### config.mk
export PLATFORM = sky130hd
export DESIGN_NAME = softplus_inv_bisect
export DESIGN_NICKNAME = d
export VERILOG_FILES = /design/src/rtl/softplus_inv_bisect.sv
export SDC_FILE = /design/constraint.sdc
export NUM_CORES = 1
export LEC_CHECK = 0
export CAP_MARGIN = 20
export CORE_UTILIZATION = 45
export CTS_BUF_LIST = sky130_fd_sc_hd__clkbuf_4 sky130_fd_sc_hd__clkbuf_8
export DETAILED_ROUTE_END_ITERATION = 7
export GPL_ROUTABILITY_DRIVEN = 1
export PLACE_DENSITY_LB_ADDON = 0.3
export SLEW_MARGIN = 10
export SYNTH_ARGS = -nofsm -noshare
export SYNTH_HDL_FRONTEND = slang
export SYNTH_SLANG_ARGS = --single-unit
### constraint.sdc
create_clock -name clock -period 11.7 [get_ports clock]
set_input_delay 3.51 -clock clock [delete_from_list [all_inputs] [get_ports clock]]
set_output_delay 3.51 -clock clock [all_outputs]
set_load 0.01 [all_outputs]
### src/rtl/softplus_inv_bisect.sv
// ----------------------------------------------------------------------------
// softplus_inv_bisect
//   Inverse of the piecewise-linear softplus used on the VAE decoder side.
//   For a Q8.8 signed target y, returns the smallest Q8.8 x with f(x) >= y,
//   found by a 16-step sequential bisection over the whole signed 16-bit range.
//
// Ports
//   clock      in   1      system clock, rising edge
//   rst        in   1      asynchronous, active-low reset
//   in_valid   in   1      y is valid
//   in_ready   out  1      block can accept y (high only in IDLE)
//   y          in   WIDTH  target softplus value, Q8.8 signed
//   out_valid  out  1      x / underflow are valid (high only in DONE)
//   out_ready  in   1      consumer accepts the result
//   x          out  WIDTH  result, Q8.8 signed
//   underflow  out  1      y <= 0; x is then 0x8000
// ----------------------------------------------------------------------------
module softplus_inv_bisect #(
  parameter int WIDTH = 16
) (
  input  logic             clock,
  input  logic             rst,
  input  logic             in_valid,
  output logic             in_ready,
  input  logic [WIDTH-1:0] y,
  output logic             out_valid,
  input  logic             out_ready,
  output logic [WIDTH-1:0] x,
  output logic             underflow
);

  typedef enum logic [1:0] {
    IDLE   = 2'd0,
    SEARCH = 2'd1,
    DONE   = 2'd2
  } state_t;

  state_t             state_r;
  logic signed [15:0] y_r;
  logic signed [15:0] lo_r;
  logic signed [15:0] hi_r;
  logic [3:0]         it_r;

  logic signed [16:0] sum_s;
  logic signed [15:0] mid_s;
  logic signed [15:0] fmid_s;
  logic signed [15:0] lo_nxt_s;
  logic signed [15:0] hi_nxt_s;

  // Piecewise-linear softplus; 21-bit signed intermediates keep every product exact.
  function automatic logic signed [15:0] softplus_f(input logic signed [15:0] r);
    logic signed [20:0] re;
    logic signed [20:0] p;
    re = {{5{r[15]}}, r};
    if (re < -21'sd1024) begin
      p = 21'sd0;
    end else if (re < -21'sd512) begin
      p = (re + 21'sd1024) >>> 4;
    end else if (re < 21'sd0) begin
      p = 21'sd32 + (((re + 21'sd512) * 21'sd9) >>> 5);
    end else if (re < 21'sd512) begin
      p = 21'sd176 + ((re * 21'sd23) >>> 5);
    end else if (re < 21'sd1024) begin
      p = 21'sd544 + (((re - 21'sd512) * 21'sd15) >>> 4);
    end else begin
      p = re;
    end
    return p[15:0];
  endfunction

  // Bisection step: midpoint (17-bit sum avoids overflow) and next search window.
  always_comb begin
    sum_s    = {lo_r[15], lo_r} + {hi_r[15], hi_r};
    mid_s    = sum_s[16:1];
    fmid_s   = softplus_f(mid_s);
    lo_nxt_s = lo_r;
    hi_nxt_s = hi_r;
    if (lo_r < hi_r) begin
      if (fmid_s >= y_r) begin
        hi_nxt_s = mid_s;
      end else begin
        lo_nxt_s = mid_s + 16'sd1;
      end
    end else begin
      lo_nxt_s = lo_r;
      hi_nxt_s = hi_r;
    end
  end

  // Control FSM with registered handshake and result outputs.
  always_ff @(posedge clock or negedge rst) begin
    if (!rst) begin
      state_r   <= IDLE;
      in_ready  <= 1'b1;
      out_valid <= 1'b0;
      x         <= 16'h0000;
      underflow <= 1'b0;
      y_r       <= 16'sh0000;
      lo_r      <= 16'sh0000;
      hi_r      <= 16'sh0000;
      it_r      <= 4'd0;
    end else begin
      case (state_r)
        IDLE: begin
          if (in_valid) begin
            y_r      <= y;
            lo_r     <= 16'sh8000;
            hi_r     <= 16'sh7FFF;
            it_r     <= 4'd0;
            in_ready <= 1'b0;
            state_r  <= SEARCH;
          end else begin
            in_ready <= 1'b1;
          end
        end
        SEARCH: begin
          lo_r <= lo_nxt_s;
          hi_r <= hi_nxt_s;
          it_r <= it_r + 4'd1;
          // The last step can still move lo, so the result takes the updated value.
          if (it_r == 4'd15) begin
            x         <= lo_nxt_s;
            underflow <= (y_r <= 16'sd0);
            out_valid <= 1'b1;
            state_r   <= DONE;
          end else begin
            out_valid <= 1'b0;
          end
        end
        DONE: begin
          if (out_ready) begin
            out_valid <= 1'b0;
            in_ready  <= 1'b1;
            state_r   <= IDLE;
          end else begin
            out_valid <= 1'b1;
          end
        end
        default: begin
          state_r   <= IDLE;
          in_ready  <= 1'b1;
          out_valid <= 1'b0;
        end
      endcase
    end
  end

endmodule

# After elaboration in Yosys (flattened, before gate mapping)
# Cells that the tools add are included.
# totals
register_bits	73
in_bits	20
out_inout_bits	19
elab_cells	71
# op_classes
n_addsub	9
multipliers	3
order_cmp	8
eq_ne	8
n_mux	25
bitwise	1
n_reduce_logical	8
# ops
op	count
16-bit 2-to-1 mux	11
16-bit case mux with 2 select lines	2
16-bit by 11-bit less-than comparator with 1-bit output (second input constant)	2
16-bit by 6-bit multiplier with 21-bit output (second input constant)	1
17-bit by 5-bit multiplier with 21-bit output (second input constant)	1
17-bit by 5-bit multiplier with 20-bit output (second input constant)	1
16-bit by 11-bit adder with 17-bit output (second input constant)	1
16-bit by 12-bit adder with 17-bit output (second input constant)	1
16-bit by 16-bit adder with 17-bit output	1
16-bit by 11-bit subtractor with 17-bit output (second input constant)	1
11-bit by 16-bit adder with 16-bit output (first input constant)	1
16-bit by 2-bit adder with 16-bit output (second input constant)	1
7-bit by 16-bit adder with 16-bit output (first input constant)	1
9-bit by 16-bit adder with 16-bit output (first input constant)	1
16-bit >= comparator	1
16-bit by 1-bit <= comparator with 1-bit output (second input constant)	1
16-bit by 1-bit less-than comparator with 1-bit output (second input constant)	1
16-bit by 10-bit less-than comparator with 1-bit output (second input constant)	1
16-bit by 12-bit less-than comparator with 1-bit output (second input constant)	1
16-bit less-than comparator	1
2-bit != test (second input constant)	5
4-bit case mux with 2 select lines	1
2-bit AND reduction	4
2-bit 2-to-1 mux	3
other kinds (13)	17

# Longest topological paths before layout
# Gate-level depths: netlist of the first run.
# logic_depth
word_depth	13
depth_mapped	44
mapped_depth_nobuf	42

# Worst setup path after synthesis of the first run
# No wires, ideal clock.
# synth_path
path_kind	flip-flop to flip-flop
startpoint	reg lo_r[5]
endpoint	reg hi_r[10]
setup_ps	150
arrival_time_ps	8593
required_ps	11550
setup_slack_ps	2957
path_stages_with_launch	38
n_path_buf	3
synth_period_minus_slack_ps	8743
cell_sequence	dfrtp_1 > ha_1 > buf_4 > nor3b_1 > a2111oi_2 > nand2_1 > a21oi_1 > o21bai_1 > xnor2_1 > inv_1 > fa_1 > inv_1 > ha_1 > inv_1 > fa_1 > inv_1 > ha_1 > and3_1 > [... 2 more ...] > nor2_1 > xnor2_1 > o211ai_1 > nor3_1 > mux2_2 > xor2_1 > o21ai_0 > o22ai_1 > ha_1 > a21oi_1 > nor2b_1 > o21ai_0 > a41oi_1 > nor3b_1 > and2_1 > clkbuf_1 > clkbuf_1 > a2bb2oi_1
# synth_via
elab_chain_cells	12
elab_cells_between_ends	28
classes_between	add/sub: 7; mul: 3; order compare: 7; eq/ne: 2; mux: 8; reduce/logical: 1
# synth_lines
item	line	rtl
start, declared	40	logic signed [15:0] lo_r;
start signal, assigned	117	lo_r <= lo_nxt_s;
16-bit by 16-bit adder with 17-bit output	73	sum_s = {lo_r[15], lo_r} + {hi_r[15], hi_r};
16-bit by 11-bit subtractor with 17-bit output	64	p = 21'sd544 + (((re - 21'sd512) * 21'sd15) >>> 4);
17-bit by 5-bit multiplier with 20-bit output	64	
11-bit by 16-bit adder with 16-bit output	64	
16-bit 2-to-1 mux	63	end else if (re < 21'sd1024) begin
16-bit 2-to-1 mux	61	end else if (re < 21'sd512) begin
16-bit 2-to-1 mux	59	end else if (re < 21'sd0) begin
16-bit 2-to-1 mux	57	end else if (re < -21'sd512) begin
16-bit 2-to-1 mux	55	if (re < -21'sd1024) begin
16-bit >= comparator	79	if (fmid_s >= y_r) begin
2-bit != test (no source line)	-	
4-bit AND reduction (no source line)	-	
end signal, assigned	118	hi_r <= hi_nxt_s;
end, declared	41	logic signed [15:0] hi_r;
# Several ways; a longest one is shown, not always the timed one. The select of a mux whose other input is x is not followed.
# A chain may end at the register's enable or synchronous reset.

# Worst setup path in the final report of the first run
# layout_path
startpoint	reg lo_r[7]
endpoint	reg hi_r[10]
# Same word-level chain as after synthesis.

==> impl_results.md, run 1 <==
- Final wirelength: between 30 and 40 mm
- Routability Congestion: between 0.8 and 0.9
- Post-synth top area cell: ha_1
- Share of the synthesized area in the top cell type: 18.5%
- Core area: 0.0243 mm2
- Post-synth ARST share: 100%
- I/O pin total: 39
- Worst Skew: 0.0102 ns
- Routed Antenna Nets: 0
- Die H: 160 um
- R2R Setup Slk: approximately 0.87 ns
- Worst path max stage delay: 0.77 ns
- Max clock buf depth: 2
- Setup crit start: lo_r[7]
- Top post-synthesis cells by area: ha_1, dfrtp_1, fa_1
- Reg2reg path depth: 35
- CP max FO: 16
- Initial antenna violation count: 0
- Final hold viol count: 0
- Post-synthesis sequential area ratio: 16.4%
- H-tree levels: 3
- Synthesized area per cell: roughly 8.4 um2
- Slowest-stage cell, CP: a41oi_1
- CP endpoint: hi_r[10]
- #FFs+latches synth: 73
- CTS buffer count: 9
- Initial detailed-routing violation count: between 800 and 900
- Outcome: finished clean
- Max frequency: 92.3 MHz
- CP Class: register to register
- Drt first pass iters: 7
- First-pass GRT wire length: 49.1 mm
- Root buffer cell: clkbuf_8
- Initial Utilization: 45.9%
- Share of layout cells above drive strength 1: under 10%
- Worst min-delay path category: register to register
- Worst reg2reg path endpoint: hi_r[10]
- Mapped Area: 0.0112 mm2
- Chip width: 160 um
- Maximum number of pins on one net before global-route repair: 74
- Vias in the first global route: 9299
- Final min period: roughly 11 ns
- Cell variety after synth: just over 80
- Max-slew violations: 0
- Mapped Cells: roughly 1300
- Post-synth EDFFs: 0
- Clock Pin Slew Worst Setup and Hold Paths: 0.08 ns
- Setup Buffers After CTS: 0
- Row count: between 50 and 60
- Clock Latency Late Sink: 0.35 ns
- Critical Path End Type: register
- Primary FF master, synth: dfrtp_1
- Reg2Reg Launch Point: lo_r[7]
- Setup tns final: 0 ns
- Final setup violation count: 0
- Residual DRC: 0
- Clock sink count: 73
- Area delta synth->final: 8.55%
- Routed via count: approximately 9700
- Die ar.: approximately 0.025 mm2
- Max-cap violations: 0
- TritonCTS clock tree: yes
- Syn. warnings: 0
- Crit start category: register
- Post-CTS Hold Buffers: 0
- Vias per cell: 5.76
- Final period utilization: 92.6%
- Post-CTS sizing: 0
- Unrepaired setup endpoints after global routing: false
- Worst Path Required: 11.89 ns
- Port bufs: 38
- Nets: roughly 1600
- Antenna Diode Count: 0
- GRT Util Overall: 24.2%
- DP Wirelength: 24.4 mm
- Rel. slew slack: 34.2%
- Grt ovf: 0
- WL/cell: approximately 18 um
- Slew @ Worst Pin: 0.980 ns
- Crit path DAT: 11.02 ns
- Syn nets: roughly 1600
sequential cells by signal, summed over array words and instances (netlist names):
register / cells
out_valid: 1
y_r: 16
it_r: 4
in_ready: 1
lo_r: 16
x: 16
underflow: 1
hi_r: 16
state_r: 2
layout by cell type (no fill, tap or decap), types with 16 or more instances in the layout:
cell             Yosys  routed
a21o_1              21      21
mux2_2              18      18
dfrtp_1             72      72
o21ai_0             68      68
nor2b_1             16      16
nand3_1             24      24
and2_1              17      17
a21oi_1             58      58
xnor2_1             77      76
nand2_1             77      77
nor3_1              36      36
xor2_1              31      31
nor2_1              79      79
ha_1               165     165
a211oi_1            16      16
mux2i_1             18      18
fa_1                53      53
inv_1              207     207
clkdlybuf4s50_1      0      37
layout make-up:
type | count | area (um2)
Clock inverter | 6 | 90.1
Sequential cell | 73 | 1830
Multi-Input combinational cell | 1009 | 8390
Tap cell | 324 | 405
Timing Repair Buffer | 51 | 475
Inverter | 210 | 791
Fill cell | 2335 | 12200
Clock buffer | 10 | 138
cell usage after synthesis, types with 14 or more instances:
cell type,number
nor3_1,36
a21oi_1,58
o22ai_1,14
xnor2_1,77
nand2_1,77
o21a_1,15
clkbuf_1,32
and2_1,17
a211oi_1,16
xor2_1,31
o21ai_0,68
a21o_1,21
mux2_2,18
mux2i_1,18
fa_1,53
and3_1,14
inv_1,207
dfrtp_1,72
nor2_1,79
ha_1,165
nor2b_1,16
nand3_1,24
a2bb2oi_1,15
logic make-up (layout without fill, tap and decap cells):
| kind of cell | count (synthesis) | count (layout) | synth area share (%) |
|---|---|---|---|
| simple gates | 330 | 330 | 14.9 |
| compound gates | 314 | 314 | 19.6 |
| buf+inv | 252 | 277 | 8.57 |
| fa+ha+maj | 218 | 218 | 28.0 |
| xor+xnor | 111 | 111 | 9.11 |
| flops | 73 | 73 | 16.4 |
| mux | 36 | 36 | 3.43 |
worst max-delay path, delay by kind of cell (launching register included):
family / cells / cell delay (ns)
XOR/XNOR: 1 / 0.22
AND/OR/NAND/NOR: 13 / 3.27
buffers and inverters: 3 / 0.40
adder cells (fa/ha/maj): 6 / 2.25
AO/OA/AOI/OAI: 12 / 4.04
flip-flops: 1 / 0.47
worst min-delay path by stage:
| stage | from | end | slack [ns] | cells after the start |
|---|---|---|---|---|
| after global routing | x[3] | x[3] | 0.52 | 2 |
| after floorplan | it_r[0] | it_r[0] | 0.49 | 1 |
| final | x[2] | x[2] | 0.48 | 2 |
| after global placement | x[4] | x[4] | 0.46 | 2 |
| after CTS | x[6] | x[6] | 0.49 | 2 |
| after detailed placement | x[7] | x[7] | 0.47 | 2 |
per-stage QoR:
stage	utilization [%]	worst slack (ns)	std cells	cell area [um2]	hold slack [ns]
after floorplan	-	2.96	1334	11200	0.487
after global placement	48.9	1.42	1667	11900	0.463
after detailed placement	48.9	1.10	1667	11900	0.473
after CTS	49.8	1.04	1683	12100	0.492
after global routing	49.8	0.100	1683	12100	0.524
final	49.8	0.866	1683	12100	0.483
per-layer routing:
metal / track usage [%] / share of wire, % / vias to the layer above
li1: - / - / 4673
met1: 33.4 / 46 / 4653
met2: 39.1 / 46 / 296
met3: 3.05 / 5.3 / 72
met4: 7.91 / 3.5 / 0
met5: 0 / 0 / -
Power of run 1 is left out: the tool's default activity adds up to more than one toggle a clock period on the data nets, which glitch-free logic cannot reach.
==> run 2, diff against run 1 <==
Settings changed: CORE_MARGIN set to 8.
==> run 2 against run 1 <==
- flip-flop and latch count unchanged
- first-iteration DRC count fell by 24%
- clock skew increased by 0.0062 ns
- cell area down 0.38%
- register-to-register slack worse by 0.05 ns
==> impl_results.md, run 2 (synthesized netlist as in run 1, its figures left out) <==
- Outcome: finished clean
- Crit path DAT: between 10 and 15 ns
- Final wirelength: 30.3 mm
- Fillers: 2350
- Unrepaired setup endpoints after global routing: false
- Worst setup margin: 0.813 ns
- Worst Skew: about 0.016 ns
- Max-slew violations: 0
- Max-cap violations: 0
- Final min period: 10.89 ns
- Antenna Diode Count: 0
- Vias per cell: between 5 and 6
- Grt ovf: 0
- Row count: 57
- Initial Utilization: 45.9%
- Clock sink count: 73
- I/O pin total: 39
- H-tree levels: 3
- Routability Congestion: 0.917
- Slowest-stage cell, CP: a311oi_1
- Initial detailed-routing violation count: around 650
- Placed inst area: between 0.01 and 0.015 mm2
- CP Class: register to register
- Rel. slew slack: 30.1%
- R2R Setup Slk: slightly above 0.8 ns
- Max frequency: 91.8 MHz
- First-pass GRT wire length: between 40 and 50 mm
- Critical Path End Type: register
- Routed via count: 9506
- Final hold viol count: 0
- Initial antenna violation count: 0
- Residual DRC: 0
- Drt first pass iters: 5
- Routed Antenna Nets: 0
- Share of layout cells above drive strength 1: 5.66%
- Pre-CTS setup slack: 1.07 ns
- TritonCTS clock tree: yes
- Worst Path Required: 11.91 ns
- WL/cell: 18.0 um
- Setup tns final: 0 ns
- Final setup violation count: 0
- CP max FO: 16
- Clock Latency Late Sink: 0.36 ns
- Critical Path Stages: 35
- Slew @ Worst Pin: around 1.0 ns
- Design area: roughly 0.012 mm2
- CTS buffer count: 9
- Chip width: 174 um
- Maximum number of pins on one net before global-route repair: 74
- Delay-heaviest family, CP: compound AO/OA/AOI/OAI gates
- Buf/Inv on CP: 3
- Worst Hold Depth: 2
- WHS Endpoint: x[6]
- Worst hold start: x[6]
- Area delta synth->final: 8.13%
- GRT Util Overall: between 20% and 30%
- Die ar.: 0.0301 mm2
- Worst reg2reg path endpoint: hi_r[4]
- Most frequent cells in the layout: inv_1, ha_1, nor2_1
- Worst min-delay path category: register to register
- Worst path max stage delay: 0.80 ns
- Max clock buf depth: 2
- Post-CTS sizing: 0
- Crit start category: register
- Reg2reg path depth: 35
- Port bufs: 38
- Final period utilization: 93.1%
- Core area: roughly 0.024 mm2
- Commonest non-fill, non-tap cell in the layout: inv_1
- Vias in the first global route: 9268
- Clock Pin Slew Worst Setup and Hold Paths: 0.09 ns
- Nets: 1593
- DP Wirelength: 24.5 mm
- Root buffer cell: clkbuf_8
- Setup Buffers After CTS: 0
- Die H: 174 um
- Reg2Reg Launch Point: lo_r[7]
- Post-CTS Hold Buffers: 0
run 2: changes by cell type in the layout (fill, tap and decap cells not counted):
cell,delta
clkbuf_4,+1
clkinv_2,+1
buf_4,+1
clkbuf_8,-1
bufinv_16,-2
clkinvlp_4,+1
run 2: how the worst max path moves through the flow:
stage | start | to | slack (ns)
floorplan | lo_r[5] | hi_r[10] | 2.96
global route | lo_r[7] | hi_r[13] | 0.07
global placement | lo_r[7] | hi_r[10] | 1.26
finish | lo_r[7] | hi_r[4] | 0.81
detailed placement | lo_r[7] | hi_r[8] | 1.07
CTS | lo_r[7] | hi_r[10] | 0.98
run 2: through the flow:
stage	cells	hold WS, ns	utilization (%)
2_1_floorplan	1334	0.487	-
3_3_place_gp	1668	0.462	48.9
3_5_place_dp	1668	0.470	48.9
4_1_cts	1684	0.489	49.7
5_1_grt	1684	0.521	49.7
6_report	1684	0.478	49.7
run 2: layer usage:
| layer | wire length (um) | vias to the layer above | global-route usage [%] |
|---|---|---|---|
| li1 | - | 4668 | - |
| met1 | 14200 | 4575 | 27.0 |
| met2 | 14100 | 226 | 33.3 |
| met3 | 1350 | 37 | 2.85 |
| met4 | 605 | 0 | 4.99 |
| met5 | 0 | - | 0 |
run 2: cell type report:
type	count	area (um2)	area share, %
tap	324	405	3.36
multi-input combinational	1009	8390	69.5
inverter	210	791	6.55
clock inverter	6	42.5	0.352
clock buffer	10	131	1.09
timing repair buffer	52	483	4.00
sequential	73	1830	15.1
run 2: worst reg2reg max path: cells and delay by family, from the launching register on:
kind,cells,cell delay (ns)
flops,1,0.47
buf+inv,3,0.40
fa+ha+maj,6,2.27
simple gates,13,3.36
compound gates,12,4.05
xor+xnor,1,0.19
Power of run 2 is left out for the same reason.
==> run 3, diff against run 2 <==
Settings changed: TNS_END_PERCENT set to 5.
==> results of run 3 <==
No change in the layout: final DEF, timing and power equal those of run 2.
Power of run 3 is left out for the same reason.
==> patch 1: new RTL, flow settings as in run 1 <==
The 3 states of `state_t` get a one-hot encoding in 3 bits.
--- a/src/rtl/softplus_inv_bisect.sv
+++ b/src/rtl/softplus_inv_bisect.sv
@@ -29,10 +29,10 @@
   output logic             underflow
 );
 
-  typedef enum logic [1:0] {
-    IDLE   = 2'd0,
-    SEARCH = 2'd1,
-    DONE   = 2'd2
+  typedef enum logic [2:0] {
+    IDLE   = 3'b001,
+    SEARCH = 3'b010,
+    DONE   = 3'b100
   } state_t;
 
   state_t             state_r;
Behaviour: no difference found for any inputs over 10 cycles, from zero or initial values and one cycle with rst low; not proved beyond that.
==> patch 1 against run 1 <==
- synthesized area grew 0.85%
- setup slack gained 610 ps
- final area grew 1.2%
- sequential share of layout area is essentially flat
- routed wire length shrank 7.9%
- sequential cell count grew 1
Power is not shown: default switching activity piles up to over one toggle a cycle in this logic, so the estimate is an artifact.
==> patch 1: results (changes against run 1) <==
Outcome - finished clean
Synth unique cells - 92 (+12%)
Count of multi-input gates - 1014 (+0.50%)
WL per Instance - 16.4 um (-8.5%)
Met3 global-route usage - 2.13% (-0.92 points)
Final clock-cell share - 2.02% (+0.14 points)
# clk buffers - 9 (-1)
Hold Path Origin - x[12]
RePlAce Congestion - 0.923 (+3.3%)
First-pass GRT wire length - 45.7 mm (-6.8%)
FFs & Latches - 74 (+1.4%)
Fraction of area in registers - 15.1% (+0.042 points)
RR Startpoint - lo_r[0]
Total track usage - 22.1% (-2.1 points)
Final net count - 1600 (+0.50%)
Multi-input gate area - 0.00847 sq mm (+0.86%)
Initial DRC count - 675 (-20%)
Vias in the first global route - 9119 (-1.9%)
Inverters - 215 (+2.4%)
R2r setup slk - 1480 ps (+610 ps)
CP peak stage delay - 600 ps (-170 ps)
Dpl ws - 1610 ps (+511 ps)
Layout cells sized above 1 - 6.86% (+1.3 points)
Commonest cells post-synth - inv_1, ha_1, nand2_1, xnor2_1, nor2_1
Slew HR - 34.7% (+0.50 points)
Clock Skew - 10.4 ps (+0.185 ps)
Worst hold endpoint - x[12]
CP endpoint - lo_r[12]
Met1 Use GR - 29.5% (-3.9 points)
Layout fillers - 2366 (+1.3%)
Vias per cell - 5.52 (-4.1%)
patch 1: through the flow:
stage	hold WS [ps]	instance area, sq um	std cells
final	484	12300	1694
after global routing	511	12300	1694
after CTS	490	12300	1693
after detailed placement	471	12000	1677
after global placement	463	12000	1677
after floorplan	457	11300	1339
patch 1: logic make-up after synthesis:
group	count (synthesis)	synth area share, %
AND/OR/NAND/NOR	340	14.9
multiplexers	47	4.31
XOR/XNOR	119	10.1
adder cells (fa/ha/maj)	217	27.6
AO/OA/AOI/OAI	291	18.2
flip-flops	74	16.5
buffers and inverters	251	8.48
patch 1: worst max-delay path, delay by kind of cell, from the launching register on:
kind	cells	cell delay, ps
simple gates	9	2110
compound gates	12	3470
fa+ha+maj	7	2410
mux	1	190
xor+xnor	3	690
flops	1	430
buf+inv	4	790
patch 1: routing by layer:
metal | vias to the layer above | part of all wire, %
met3 | 28 | 3.1
met4 | 0 | 1.7
li1 | 4640 | -
met2 | 177 | 48
met1 | 4514 | 47
met5 | - | 0
==> patch 2: new RTL, settings of run 1 <==
Made on the original files. Put one more register stage on the output `underflow`. The value now appears one clock later. The other outputs are not delayed to match.
--- a/src/rtl/softplus_inv_bisect.sv
+++ b/src/rtl/softplus_inv_bisect.sv
@@ -34,6 +34,8 @@
     SEARCH = 2'd1,
     DONE   = 2'd2
   } state_t;
+
+  logic underflow_s0;
 
   state_t             state_r;
   logic signed [15:0] y_r;
@@ -94,7 +96,7 @@
       in_ready  <= 1'b1;
       out_valid <= 1'b0;
       x         <= 16'h0000;
-      underflow <= 1'b0;
+      underflow_s0 <= 1'b0;
       y_r       <= 16'sh0000;
       lo_r      <= 16'sh0000;
       hi_r      <= 16'sh0000;
@@ -120,7 +122,7 @@
           // The last step can still move lo, so the result takes the updated value.
           if (it_r == 4'd15) begin
             x         <= lo_nxt_s;
-            underflow <= (y_r <= 16'sd0);
+            underflow_s0 <= (y_r <= 16'sd0);
             out_valid <= 1'b1;
             state_r   <= DONE;
           end else begin
@@ -145,5 +147,9 @@
     end
   end
 
+  always_ff @(posedge clock) begin
+    underflow <= underflow_s0;
+  end
+
 endmodule
 
Formal check against the unedited RTL: no difference found for any inputs over 10 cycles, from zero or initial values and one cycle with rst low; that may be too few to reach the edited logic, so the function may still have changed.
==> patch 2 against run 1 <==
- global-route usage fell by 0.066 points
- largest cell class unchanged
- routed wire length rose by 0.21%
- cell count rose by 0.24%
- worst hold slack got worse by 110 ps
- via count fell by 1.1%
- sequential cell count rose by 1
- final area rose by 0.18%
- highest routed layer unchanged
- non-clock buffer count rose by 3
- setup slack got worse by 220 ps
- synthesized area rose by 0.18%
- clock skew rose by 5.8 ps
Power is not shown: default switching activity piles up to over one toggle a cycle in this logic, so the estimate is an artifact.
==> patch 2: results (changes against run 1) <==
Outcome - finished clean
WP data arrival - 11260 ps (+240 ps)
CTS max path bufs - 2 (unchanged)
Initial antenna violation count - 0 (unchanged)
Commonest cells post-synth - inv_1, ha_1, nor2_1, nand2_1, xnor2_1
Routed wl met3 - 1.48 mm (-7.1%)
Pre-antenna DRT Iters - 5 (-2)
Multi-input gate area - 0.00839 sq mm (unchanged)
Main flop type after synthesis - dfrtp_1
Top sig layer - met4
H-Tree Depth - 3 (unchanged)
Post-Place Cells - 1671 (+0.24%)
Clock transition at path regs - 80 ps (about the same)
Root Driver - clkbuf_8
First-pass GRT wire length - 49.0 mm (-0.13%)
Worst r2r dst - hi_r[8]
HP Class - flop to flop
Ys Warns - 0 (unchanged)
Initial DRC count - 691 (-18%)
Final wirelength - 30.3 mm (+0.21%)
M2 GR Usage - 39.1% (+0.060 points)
Clock Skew - 15.9 ps (+5.76 ps)
Vias in the first global route - 9313 (+0.15%)
Fin worst setup slack - 648 ps (-218 ps)
Largest net degree at the start of global routing - 74 (unchanged)
Cells on worst reg2reg path - 35 (unchanged)
WL per Instance - 18.0 um (about the same)
Top cells by area, synth - ha_1, dfrtp_1, fa_1
Post-Synthesis Cells - 1335 (+0.075%)
RePlAce Congestion - 0.945 (+5.8%)
Synth unique cells - 83 (+1.2%)
Vias per cell - 5.68 (-1.3%)
Largest fanout on the critical path - 16 (unchanged)
Met1 Use GR - 33.6% (+0.13 points)
Layout fillers - 2312 (-0.99%)
Metal2 WL - 13.9 mm (+0.59%)
Crit path from - lo_r[7]
Slew HR - 29.6% (-4.6 points)
Top cell family by delay on the critical path - compound AO/OA/AOI/OAI gates
Placement Cell Area - 0.0119 sq mm (+0.36%)
Worst path slowest cell - a311oi_1
Clk_lat worst skew - 360 ps
Total track usage - 24.1% (-0.066 points)
Port bufs - 38 (unchanged)
Async set or reset register ratio after synthesis - 98.6% (-1.4 points)
Met3 global-route usage - 3.22% (+0.17 points)
Dpl ws - 885 ps (-211 ps)
Post-cts resize count - 0 (unchanged)
CP peak stage delay - 800 ps (+30 ps)
Final net count - 1596 (+0.25%)
Layout cells sized above 1 - 5.80% (+0.20 points)
Routed met1 length - 14.2 mm (+2.8%)
DP HPWL - 24.2 mm (-0.90%)
Total CTS buffers - 9 (unchanged)
Hold WS - 378 ps (-105 ps)
Sequential share of the synthesized area - 16.5% (+0.15 points)
## patch 2: cell count changes after synthesis, sizes merged
| cell | delta |
|---|---|
| dfxtp | +1 |
## patch 2: worst min-delay path by stage
stage | start | depth (start not counted) | to
6_report | underflow_s0 | 0 | underflow
4_1_cts | underflow_s0 | 0 | underflow
3_3_place_gp | underflow_s0 | 0 | underflow
3_5_place_dp | underflow_s0 | 0 | underflow
5_1_grt | underflow_s0 | 0 | underflow
2_1_floorplan | underflow_s0 | 0 | underflow
## patch 2: final cells by class
class | instances | area share, %
multi-input cells | 1009 | 69.1
clock buffers | 11 | 1.20
clock inverters | 5 | 0.505
flip-flops and latches | 74 | 15.2
repair buffers | 54 | 4.10
well taps | 324 | 3.34
inverters | 210 | 6.51
## patch 2: cell families after synthesis
group           after synthesis  share of synthesized area (%)
buf+inv                     252                           8.56
xor+xnor                    111                           9.09
simple gates                330                           14.9
compound gates              314                           19.6
flops                        74                           16.5
mux                          36                           3.42
fa+ha+maj                   218                           27.9
